**src/rtl/microbio_gen_pkg.sv**
```systemverilog
// microbio_gen_pkg: opcode and FSM state encodings plus the default wait-tick length.
package microbio_gen_pkg;
    localparam int T_200MS = 2400000;
    typedef enum logic [2:0] {
        OP_WAIT = 3'd0,
        OP_HALT = 3'd1,
        OP_LEDS = 3'd2,
        OP_JP   = 3'd3,
        OP_LDC  = 3'd4,
        OP_DJNZ = 3'd5,
        OP_CALL = 3'd6,
        OP_RET  = 3'd7
    } op_t;
    typedef enum logic [1:0] {
        ST_INIT  = 2'd0,
        ST_FETCH = 2'd1,
        ST_EXEC  = 2'd2,
        ST_HALT  = 2'd3
    } state_t;
endpackage

```
**src/rtl/microbio_gen_timer.sv**
```systemverilog
// microbio_gen_timer: free-running divider emitting a 1-cycle tick every WAIT_DELAY cycles after restart.
module microbio_gen_timer
    import microbio_gen_pkg::*;
#(
    parameter int WAIT_DELAY = T_200MS
) (
    input  logic clk,
    input  logic rstn,
    input  logic restart,
    output logic tick
);
    localparam int CW = $clog2(WAIT_DELAY + 1);
    localparam logic [CW-1:0] LAST = CW'(WAIT_DELAY - 1);
    logic [CW-1:0] cnt_q, cnt_d;
    assign tick  = cnt_q == LAST;
    assign cnt_d = (restart || tick) ? '0 : cnt_q + 1'b1;
    always_ff @(posedge clk or negedge rstn) begin
        if (!rstn) cnt_q <= '0;
        else       cnt_q <= cnt_d;
    end
endmodule

```
**src/rtl/microbio_gen.sv**
```systemverilog
// microbio_gen: parametrised mini processor with WAIT, DJNZ loop counter, one-level CALL/RET and resumable HALT.
module microbio_gen
    import microbio_gen_pkg::*;
#(
    parameter int AW         = 6,
    parameter int LW         = 4,
    parameter int WAIT_DELAY = T_200MS
) (
    input  logic          clk,
    input  logic          rstn,
    output logic [AW-1:0] rom_addr,
    input  logic [AW+2:0] rom_data,
    input  logic          resume,
    output logic [LW-1:0] leds,
    output logic          stop
);
    localparam int IW = AW + 3;
    state_t        state_q, state_d;
    logic [AW-1:0] pc_q, pc_d, cnt_q, cnt_d, link_q, link_d, tcnt_q, tcnt_d;
    logic [IW-1:0] ri_q, ri_d;
    logic [LW-1:0] leds_q, leds_d;
    logic          link_v_q, link_v_d, stop_q, restart, tick;
    op_t           op;
    logic [AW-1:0] dat, cnt_dec, tcnt_inc;

    assign op       = op_t'(ri_q[IW-1:AW]);
    assign dat      = ri_q[AW-1:0];
    assign cnt_dec  = cnt_q - 1'b1;
    assign tcnt_inc = tcnt_q + 1'b1;
    // Timer phase is aligned to the first EXEC cycle of each WAIT.
    assign restart  = state_q == ST_FETCH && op_t'(rom_data[IW-1:AW]) == OP_WAIT;

    microbio_gen_timer #(.WAIT_DELAY(WAIT_DELAY)) u_timer (
        .clk(clk), .rstn(rstn), .restart(restart), .tick(tick)
    );

    always_comb begin
        state_d  = state_q;
        pc_d     = pc_q;
        ri_d     = ri_q;
        cnt_d    = cnt_q;
        link_d   = link_q;
        link_v_d = link_v_q;
        leds_d   = leds_q;
        tcnt_d   = tcnt_q;
        case (state_q)
            ST_INIT: state_d = ST_FETCH;
            ST_FETCH: begin
                ri_d    = rom_data;
                pc_d    = pc_q + 1'b1;
                tcnt_d  = '0;
                state_d = ST_EXEC;
            end
            ST_EXEC: begin
                state_d = ST_FETCH;
                case (op)
                    OP_WAIT: begin
                        tcnt_d  = tick ? tcnt_inc : tcnt_q;
                        state_d = (dat != '0 && !(tick && tcnt_inc == dat)) ? ST_EXEC : ST_FETCH;
                    end
                    OP_HALT: state_d = ST_HALT;
                    OP_LEDS: leds_d = dat[LW-1:0];
                    OP_JP: begin
                        pc_d    = dat;
                        state_d = ST_INIT;
                    end
                    OP_LDC: cnt_d = dat;
                    OP_DJNZ: begin
                        cnt_d   = cnt_dec;
                        pc_d    = cnt_dec != '0 ? dat : pc_q;
                        state_d = cnt_dec != '0 ? ST_INIT : ST_FETCH;
                    end
                    OP_CALL: begin
                        link_d   = pc_q;
                        link_v_d = 1'b1;
                        pc_d     = dat;
                        state_d  = ST_INIT;
                    end
                    OP_RET: begin
                        pc_d     = link_v_q ? link_q : pc_q;
                        link_v_d = 1'b0;
                        state_d  = link_v_q ? ST_INIT : ST_FETCH;
                    end
                    default: state_d = ST_FETCH;
                endcase
            end
            ST_HALT: state_d = resume ? ST_FETCH : ST_HALT;
            default: state_d = ST_INIT;
        endcase
    end

    always_ff @(posedge clk or negedge rstn) begin
        if (!rstn) begin
            state_q  <= ST_INIT;
            pc_q     <= '0;
            ri_q     <= '0;
            cnt_q    <= '0;
            link_q   <= '0;
            link_v_q <= 1'b0;
            leds_q   <= '0;
            tcnt_q   <= '0;
            stop_q   <= 1'b0;
        end else begin
            state_q  <= state_d;
            pc_q     <= pc_d;
            ri_q     <= ri_d;
            cnt_q    <= cnt_d;
            link_q   <= link_d;
            link_v_q <= link_v_d;
            leds_q   <= leds_d;
            tcnt_q   <= tcnt_d;
            stop_q   <= state_d == ST_HALT;
        end
    end

    assign rom_addr = pc_q;
    assign leds     = leds_q;
    assign stop     = stop_q;
endmodule

```
**config.mk**
```make
export PLATFORM = sky130hd
export DESIGN_NAME = microbio_gen
export DESIGN_NICKNAME = d
export VERILOG_FILES = /design/src/rtl/microbio_gen_pkg.sv /design/src/rtl/microbio_gen_timer.sv /design/src/rtl/microbio_gen.sv
export SDC_FILE = /design/constraint.sdc
export NUM_CORES = 1
export LEC_CHECK = 0
export CORE_ASPECT_RATIO = 0.7
export CORE_MARGIN = 3
export CORE_UTILIZATION = 41
export DETAILED_ROUTE_END_ITERATION = 6
export PLACE_DENSITY = 0.63
export REMOVE_ABC_BUFFERS = 1
export SYNTH_ARGS = -nofsm -noshare
export SYNTH_HDL_FRONTEND = slang
export SYNTH_SLANG_ARGS = --single-unit
```
**constraint.sdc**
```tcl
create_clock -name clk -period 3.1 [get_ports clk]
set_input_delay 0.62 -clock clk [delete_from_list [all_inputs] [get_ports clk]]
set_output_delay 0.62 -clock clk [all_outputs]
set_load 0.005 [all_outputs]
```
After elaboration in Yosys (flattened, before gate mapping)

Index checks and enable logic that the tools add are counted.

Multiplexer cells: 16
Add/sub/neg operators: 4
Equal/unequal tests: 18
Reduce and logical (&&, ||, !) cells: 20

Operators with widths:

| kind                                                                    | number |
|---|---|
| 6-bit one-hot mux with 2 select lines                                   | 3 |
| 6-bit 2-to-1 mux                                                        | 4 |
| 22-bit by 1-bit adder with 22-bit output, second input constant         | 1 |
| 22-bit == test, second input constant                                   | 1 |
| 22-bit 2-to-1 mux                                                       | 1 |
| 6-bit one-hot mux with 3 select lines                                   | 1 |
| 6-bit by 1-bit adder with 6-bit output, second input constant           | 2 |
| 3-bit == test, second input constant                                    | 4 |
| 6-bit nonzero test                                                      | 2 |
| 2-bit one-hot mux with 5 select lines                                   | 1 |
| 2-bit one-hot mux with 4 select lines                                   | 1 |
| 2-bit AND reduction                                                     | 4 |
| 2-bit == test, second input constant                                    | 3 |
| 3-bit by 2-bit == test with 1-bit output, second input constant         | 2 |
| 6-bit == test                                                           | 1 |
| 3-bit zero test                                                         | 2 |
| 3-bit inequality test, second input constant                            | 2 |
| 2-bit nonzero test                                                      | 3 |
| 6-bit by 1-bit subtractor with 6-bit output, second input constant      | 1 |
| 2-bit 2-to-1 mux                                                        | 2 |
| 4-bit by 3-bit inequality test with 1-bit output, second input constant | 1 |
| 4-bit AND reduction                                                     | 1 |
| 3-bit by 1-bit == test with 1-bit output, second input constant         | 1 |
| 1-bit logical AND                                                       | 3 |
| other kinds (10)                                                        | 11 |

Register bits: 63
Word-level logic and storage cells: 68
Output and inout port bits: 11
Input bits: 12

Depth between registers and ports, before layout

Gate-level depths: netlist (run 1).

Word-level depth: 9
Depth in mapped cells: 9
Depth with buffers taken out: 8

By module

A second synthesis (run 1) with hierarchy kept.

Cells, all modules: 350
Area total of the unflattened synthesis: 3439.5 um2

Modules (own cells, without submodules):

| module             | seq. area each (um2) | instances | cells an instance | area each (um2) |
|---|---|---|---|---|
| microbio_gen       | 1026.0               | 1         | 230               | 2283.4 |
| microbio_gen_timer | 550.5                | 1         | 120               | 1156.1 |

Worst setup path before layout (run 1)

Ideal clock, no wire load.

Kind: register to register
From: register cnt_q[0]
To: register pc_q[0] (netlist: rom_addr[0])
Data required time: 2.965 ns
Path slack: 0.954 ns
Setup time: 0.135 ns
Stages on the path, launching flop included: 10
Arrival time: 2.011 ns
Path buffers: 1
Clock period less this slack: 2.146 ns
Path through: dfrtp_1 -> inv_1 -> ha_1 -> nor3b_2 -> xor2_1 -> a2111oi_4 -> nor4_4 -> buf_6 -> o21a_2 -> a2bb2oi_2

Cells in the longest elaborated chain, start to end: 4

RTL lines:

| item                                        | RTL line            | source |
|---|---|---|
| start, declared                             | microbio_gen.sv:19  | `logic [AW-1:0] pc_q, pc_d, cnt_q, cnt_d, link_q, link_d, tcnt_q, tcnt_d;` |
| start signal, assigned                      | microbio_gen.sv:107 | `cnt_q <= cnt_d;` |
| 6-bit by 1-bit subtractor with 6-bit output | microbio_gen.sv:28  | `assign cnt_dec = cnt_q - 1'b1;` |
| 6-bit nonzero test                          | microbio_gen.sv:70  | `pc_d = cnt_dec != '0 ? dat : pc_q;` |
| 3-bit inequality test (no source line)      | --                  |  |
| 4-bit AND reduction (no source line)        | --                  |  |
| end signal, assigned                        | microbio_gen.sv:105 | `pc_q <= pc_d;` |
| end, declared                               | microbio_gen.sv:19  |  |

Every way passes these cells.
A chain may end at the register's enable or synchronous reset.

Final worst setup path (run 1)

From: register cnt_q[1]
To: register pc_q[2] (netlist: rom_addr[2])

Same word-level chain as after synthesis.

==> results.toml, run 1 <==
[outcome]
status = "finished, final reports clean"

[global_routing]
top_usage_layer = "met1"
grt_pass1_wl_mm = 13.7
grt_pass1_vias = 2682
grt_max_degree = 29
grt_overflow_total = 0
grtUsageMet1_pct = 26.3
met3_usage_pct = 6.03
gr-usage-all-layers_pct = 17.6
met2_usage_pct = 24.1
antenna_found_initial = 0

[yosys]
synth-seq-area-share_pct = 44.3
ys.flop_type = "dfrtp_1"
synth_cell_types = 57
syn_area_per_cell_um2 = 9.80
syn_inst = 363
ys_ff_latch = 63
syn_area_mm2 = 0.00356
yosysWarnings = 0
synth_edf_count = 0
synthArstFlopShare_pct = 100

[power_and_ir_drop]
power_density_mw_per_mm2 = 1010
power_mw = 4.25
p_leak_nw = 1.78
vdd_drop_max_mv = 0.423

[timing]
setup_tns_ps = 0
hold_viol = 0
max-slew-margin-rel_pct = 55.4
tightest_slew_ps = 665
report.final.slew_viol_count = 0
setup_viol = 0
clock_skew_ps = 5.97
fmax_ghz = 0.401
rsz0062_at_grt = "false"
layout_setup_ws_ps = 604
min_period_ps = 2500
finalCritPeriodShare_pct = 80.5

[layout]
final_cell_mix = "dfrtp_1, nor2_1, o21ai_0"
area_growth_pct = 18.4
diodes = 0
final_nets = 407
fill_cells = 756
drive_above_1_share_pct = 14.6
final_core_util_pct = 51.7
layout.cells.most_common = "dfrtp_1"

[setup_path]
r2r_cells = 8
crit_slowest_cell = "nor4_4"
path_delay_family = "simple AND/OR/NAND/NOR gates"
critPathKind = "flip-flop to flip-flop"
cp-start-kind = "flip-flop"
path_cells = "inv_1 > ha_1 > nor3b_2 > xor2_1 > a2111oi_4 > nor4_4 > a31o_2 > a22oi_1"
cpPeakStageDelay_ps = 630
worstPathRequired_ps = 3290
rrSetupSlack_ps = 600
cp_max_fo = 11
end_kind = "flip-flop"
rr_startpoint = "cnt_q[1]"
crit_buf_inv = 1
cp.arrival_ps = 2690
reg2reg_to = "rom_addr[2]"

[placed_design]
globalplace.congestion = 0.850
hpwl_mm = 5.79
pre_cts_ws_ps = 642
port_buffers = 22

[worst_hold_path]
hp-class = "input port to async pin"

[clock_tree]
cts_max_level = 3
cts_tree = "built"
post_cts_resized = 0
post_cts_buffers = 0
ctsHoldBuffers = 0
clk-insertion-delay-late_ps = 340
clk_pin_slew_worst_paths_ps = 60
clock-sinks = 63
clockRootBuffer = "clkbuf_16"
cts_buffers = 9
clockBufferDepth = 2

[route]
vias_per_cell = 5.31
dr.first_iter.drc_count = 125
drt-total-wl_mm = 8.14
ant_nets = 0
detail_route.first_pass.iterations = 5
vias = 2690
drc = 0
avgRoutedWirePerCell_um = 16.1

[floorplan]
initial_core_util_pct = 43.7
boundaryPins = 23
die-area_mm2 = 0.00985
dieWidth_um = 117
num_rows = 27
fp.dieH_um = 83.9
core_area_mm2 = 0.00814

[job]
drv_cap = 0
## per-layer routing
layer	vias up	part of all wire (%)	routed length, um
met4	0	1.0	83
met5	-	0	0
met2	44	42	3390
li1	1346	-	-
met1	1292	54	4410
met3	8	3.2	262
## state kept, by name, summed over array words and instances, names as in the netlist
signal,cells
leds,4
ri_q,9
cnt_q,6
state_q,2
link_q,6
rom_addr,6
link_v_q,1
stop,1
u_timer.cnt_q,22
tcnt_q,6
## worst register-to-register path, cell delays in order (launching register included)
cell,delay [ps]
dfrtp_1,430
inv_1,120
ha_1,230
nor3b_2,260
xor2_1,250
a2111oi_4,100
nor4_4,630
a31o_2,260
a22oi_1,80
## worst max-delay path by stage
stage | start | end | depth (start not counted)
floorplan | u_timer.cnt_q[3] | u_timer.cnt_q[10] | 4
global placement | cnt_q[0] | rom_addr[2] | 8
detailed placement | cnt_q[0] | rom_addr[2] | 8
CTS | cnt_q[1] | rom_addr[2] | 8
global route | cnt_q[0] | rom_addr[3] | 8
finish | cnt_q[1] | rom_addr[2] | 8
## synthesized netlist by cell type, drive strengths merged, types with 5 or more instances
master | instances | area (um2)
dfrtp | 63 | 1580
nor2 | 39 | 149
o21ai | 30 | 150
nand2 | 24 | 90.1
nand3 | 20 | 100
inv | 18 | 67.6
mux2 | 16 | 180
xnor2 | 16 | 140
clkbuf | 13 | 48.8
xor2 | 10 | 87.6
a21oi | 9 | 45.0
ha | 9 | 113
nor3 | 7 | 46.3
and3 | 6 | 37.5
mux2i | 6 | 60.1
nand4 | 5 | 31.3
nor2b | 5 | 31.3
nor4 | 5 | 46.3
## final cells by class
cell class | instances | area (um2) | area share [%]
inverter | 18 | 67.6 | 1.60
timing repair buffer | 29 | 268 | 6.36
sequential | 63 | 1580 | 37.4
clock inverter | 7 | 96.3 | 2.29
tap | 116 | 145 | 3.45
multi-input combinational | 265 | 1830 | 43.5
clock buffer | 9 | 225 | 5.35
## metrics by stage
stage / std cells / area [um2] / hold WS (ps)
finish: 507 / 4210 / 294
global route: 507 / 4210 / 331
CTS: 507 / 4210 / 308
detailed placement: 491 / 3890 / 448
global placement: 491 / 3890 / 443
floorplan: 346 / 3480 / 324
## logic make-up (layout without fill, tap and decap cells)
kind of cell | count (synthesis) | after routing | synth area share [%]
buffers and inverters | 35 | 63 | 4.19
DFF | 63 | 63 | 44.3
muxes | 22 | 22 | 6.75
AOI/OAI and AO/OA | 74 | 74 | 14.9
and+or+nand+nor | 134 | 134 | 20.2
xor gates and xnor gates | 26 | 26 | 6.40
adders and majority gates | 9 | 9 | 3.17
## report_power, final
group	leakage, nW	total [mW]	internal [mW]	switching (mW)
registers	0.798	1.52	1.10	0.422
logic	0.834	1.65	0.795	0.851
clock network	0.148	1.09	0.704	0.383
total	1.78	4.25	2.60	1.66
Power figures use the tool's default switching activity.
==> run 2: changes to the inputs <==
==> constraint.sdc (replaced) <==
create_clock -name clk -period 2.6 [get_ports clk]
set_input_delay 0.52 -clock clk [delete_from_list [all_inputs] [get_ports clk]]
set_output_delay 0.52 -clock clk [all_outputs]
set_load 0.005 [all_outputs]
==> run 2 against run 1 <==
  * Cell count increased by 0.39%
  * Global-route usage increased by 0.21 points
  * Combinational power increased by 26%
  * Non-clock buffer count grew 4
  * Sequential cell count unchanged
  * Die area unchanged
  * Count of clock-buffer cells in the layout grew 4
  * Sequential share of layout area up 0.10 points
  * Fmax is 5.7% higher
  * Critical path depth is 1 higher
  * Critical path type unchanged
  * Largest cell class unchanged
==> results.toml, run 2 (synthesis gave the netlist of run 1 again) <==
[outcome]
status = "finished, final reports clean"

[placed_design]
port_buffers = 22
globalplace.congestion = 0.819
hpwl_mm = 5.77

[layout]
diodes = 0
seqCellArea_mm2 = 0.00158
final_nets = 411
final_core_util_pct = 51.6
fill_cells = 733
regMostFlops = "u_timer.cnt_q"
largest_reg_flops = 22
area_growth_pct = 18.0
drive_above_1_share_pct = 14.2
multi_input_area_mm2 = 0.00183
layout.cells.most_common = "dfrtp_1"
top_regs = "u_timer.cnt_q: 22 flops, ri_q: 9 flops"
final_cell_mix = "dfrtp_1, nor2_1, o21ai_0"

[setup_path]
end_kind = "flip-flop"
path_cells = "inv_1 > ha_1 > nor3b_2 > xor2_1 > a2111oi_4 > nor4_4 > buf_4 > a31o_2 > a22oi_1"
rr_startpoint = "cnt_q[1]"
rrSetupSlack_ps = 240
startpoint = "cnt_q[1]"
worstPathRequired_ps = 2850
cp_max_fo = 11
reg2reg_to = "rom_addr[2]"
crit_slowest_cell = "a2111oi_4"
critPathKind = "flip-flop to flip-flop"
crit_buf_inv = 2
cp-start-kind = "flip-flop"
r2r_cells = 9
path_delay_family = "compound AO/OA/AOI/OAI gates"
cpPeakStageDelay_ps = 430
cp.arrival_ps = 2610

[timing]
hold_viol = 0
min_period_ps = 2360
setup_tns_ps = 0
finalCritPeriodShare_pct = 90.8
rsz0062_at_grt = "false"
tightest_slew_ps = 553
setup_viol = 0
fmax_ghz = 0.423
clock_skew_ps = 8.42
max-slew-margin-rel_pct = 63.0
report.final.slew_viol_count = 0

[clock_tree]
clock-sinks = 63
post_cts_buffers = 0
clockRootBuffer = "clkbuf_16"
cts_buffers = 9
cts_tree = "built"
post_cts_resized = 0
ctsHoldBuffers = 0
clockBufferDepth = 2
clk_pin_slew_worst_paths_ps = 50
clk-insertion-delay-late_ps = 330
cts_max_level = 3

[route]
avgRoutedWirePerCell_um = 15.9
ant_nets = 0
drt-total-wl_mm = 8.07
vias = 2742
dr.first_iter.drc_count = 289
detail_route.first_pass.iterations = 4
vias_per_cell = 5.39
drc = 0

[global_routing]
antenna_found_initial = 0
grt_max_degree = 25
grt_pass1_vias = 2663
grt_overflow_total = 0
gr-usage-all-layers_pct = 17.8
grt_pass1_wl_mm = 14.0

[power_and_ir_drop]
combPwrFrac_pct = 41.9
power_density_mw_per_mm2 = 1180
pwr-share-clk_pct = 23.2
intPower_mw = 3.06
p_leak_nw = 1.79
vdd_drop_max_mv = 0.519
power_switching_mw = 1.90
pwr-share-seq_pct = 34.8
p_sw_share_pct = 38.3

[floorplan]
die-area_mm2 = 0.00985
boundaryPins = 23
num_rows = 27
dieWidth_um = 117
initial_core_util_pct = 43.7
core_area_mm2 = 0.00814
fp.dieH_um = 83.9

[worst_hold_path]
hp-class = "input port to async pin"

[job]
drv_cap = 0
run 2: cell count changes in the layout (fill, tap and decap cells not counted), sizes merged:
cell,change
buf,+4
bufinv,-1
clkbuf,+4
clkinv,-1
clkinvlp,-3
inv,-1
run 2: area by class of cell:
| class | instances | share of cell area, % |
|---|---|---|
| clock buffers | 13 | 5.96 |
| clock inverters | 1 | 0.715 |
| inverters | 18 | 1.61 |
| multi-input cells | 265 | 43.6 |
| flip-flops and latches | 63 | 37.5 |
| well taps | 116 | 3.46 |
| repair buffers | 33 | 7.09 |
run 2: power groups by stage:
| stage | clock network, mW | logic, mW | registers [mW] |
|---|---|---|---|
| after floorplan | 0 | 1.41 | 1.66 |
| after global placement | 0 | 2.00 | 1.72 |
| after detailed placement | 0 | 2.05 | 1.73 |
| after CTS | 1.18 | 2.06 | 1.72 |
| after global routing | 1.22 | 2.35 | 1.79 |
| final | 1.15 | 2.08 | 1.73 |
run 2: worst register-to-register path, delay by kind of cell, from the launching register on:
family          cells  cell delay, ps
xor+xnor            1             140
compound gates      3             840
buf+inv             2             320
fa+ha+maj           1             240
flops               1             420
simple gates        2             330
run 2: how the worst max path moves through the flow:
stage,endpoint,depth (start not counted)
after global routing,rom_addr[2],9
after CTS,rom_addr[2],8
final,rom_addr[2],9
after floorplan,u_timer.cnt_q[10],4
after global placement,rom_addr[2],8
after detailed placement,rom_addr[2],8
run 2: stage by stage:
stage	total power, mW	setup WS, ps	hold slack [ps]	instance area [um2]	cells
floorplan	3.07	239	224	3480	346
global placement	3.73	181	438	3910	494
detailed placement	3.78	91.3	455	3910	494
CTS	4.96	78.8	176	4190	508
global route	5.37	43.5	191	4200	509
finish	4.96	239	173	4200	509
run 2: metal layers:
layer  routed length (um)  track usage, %  share of wire, %
met5                    0               0                 0
met2                 3360            24.2                42
met4                   62            6.18              0.77
met1                 4360            27.1                54
met3                  281            4.61               3.5
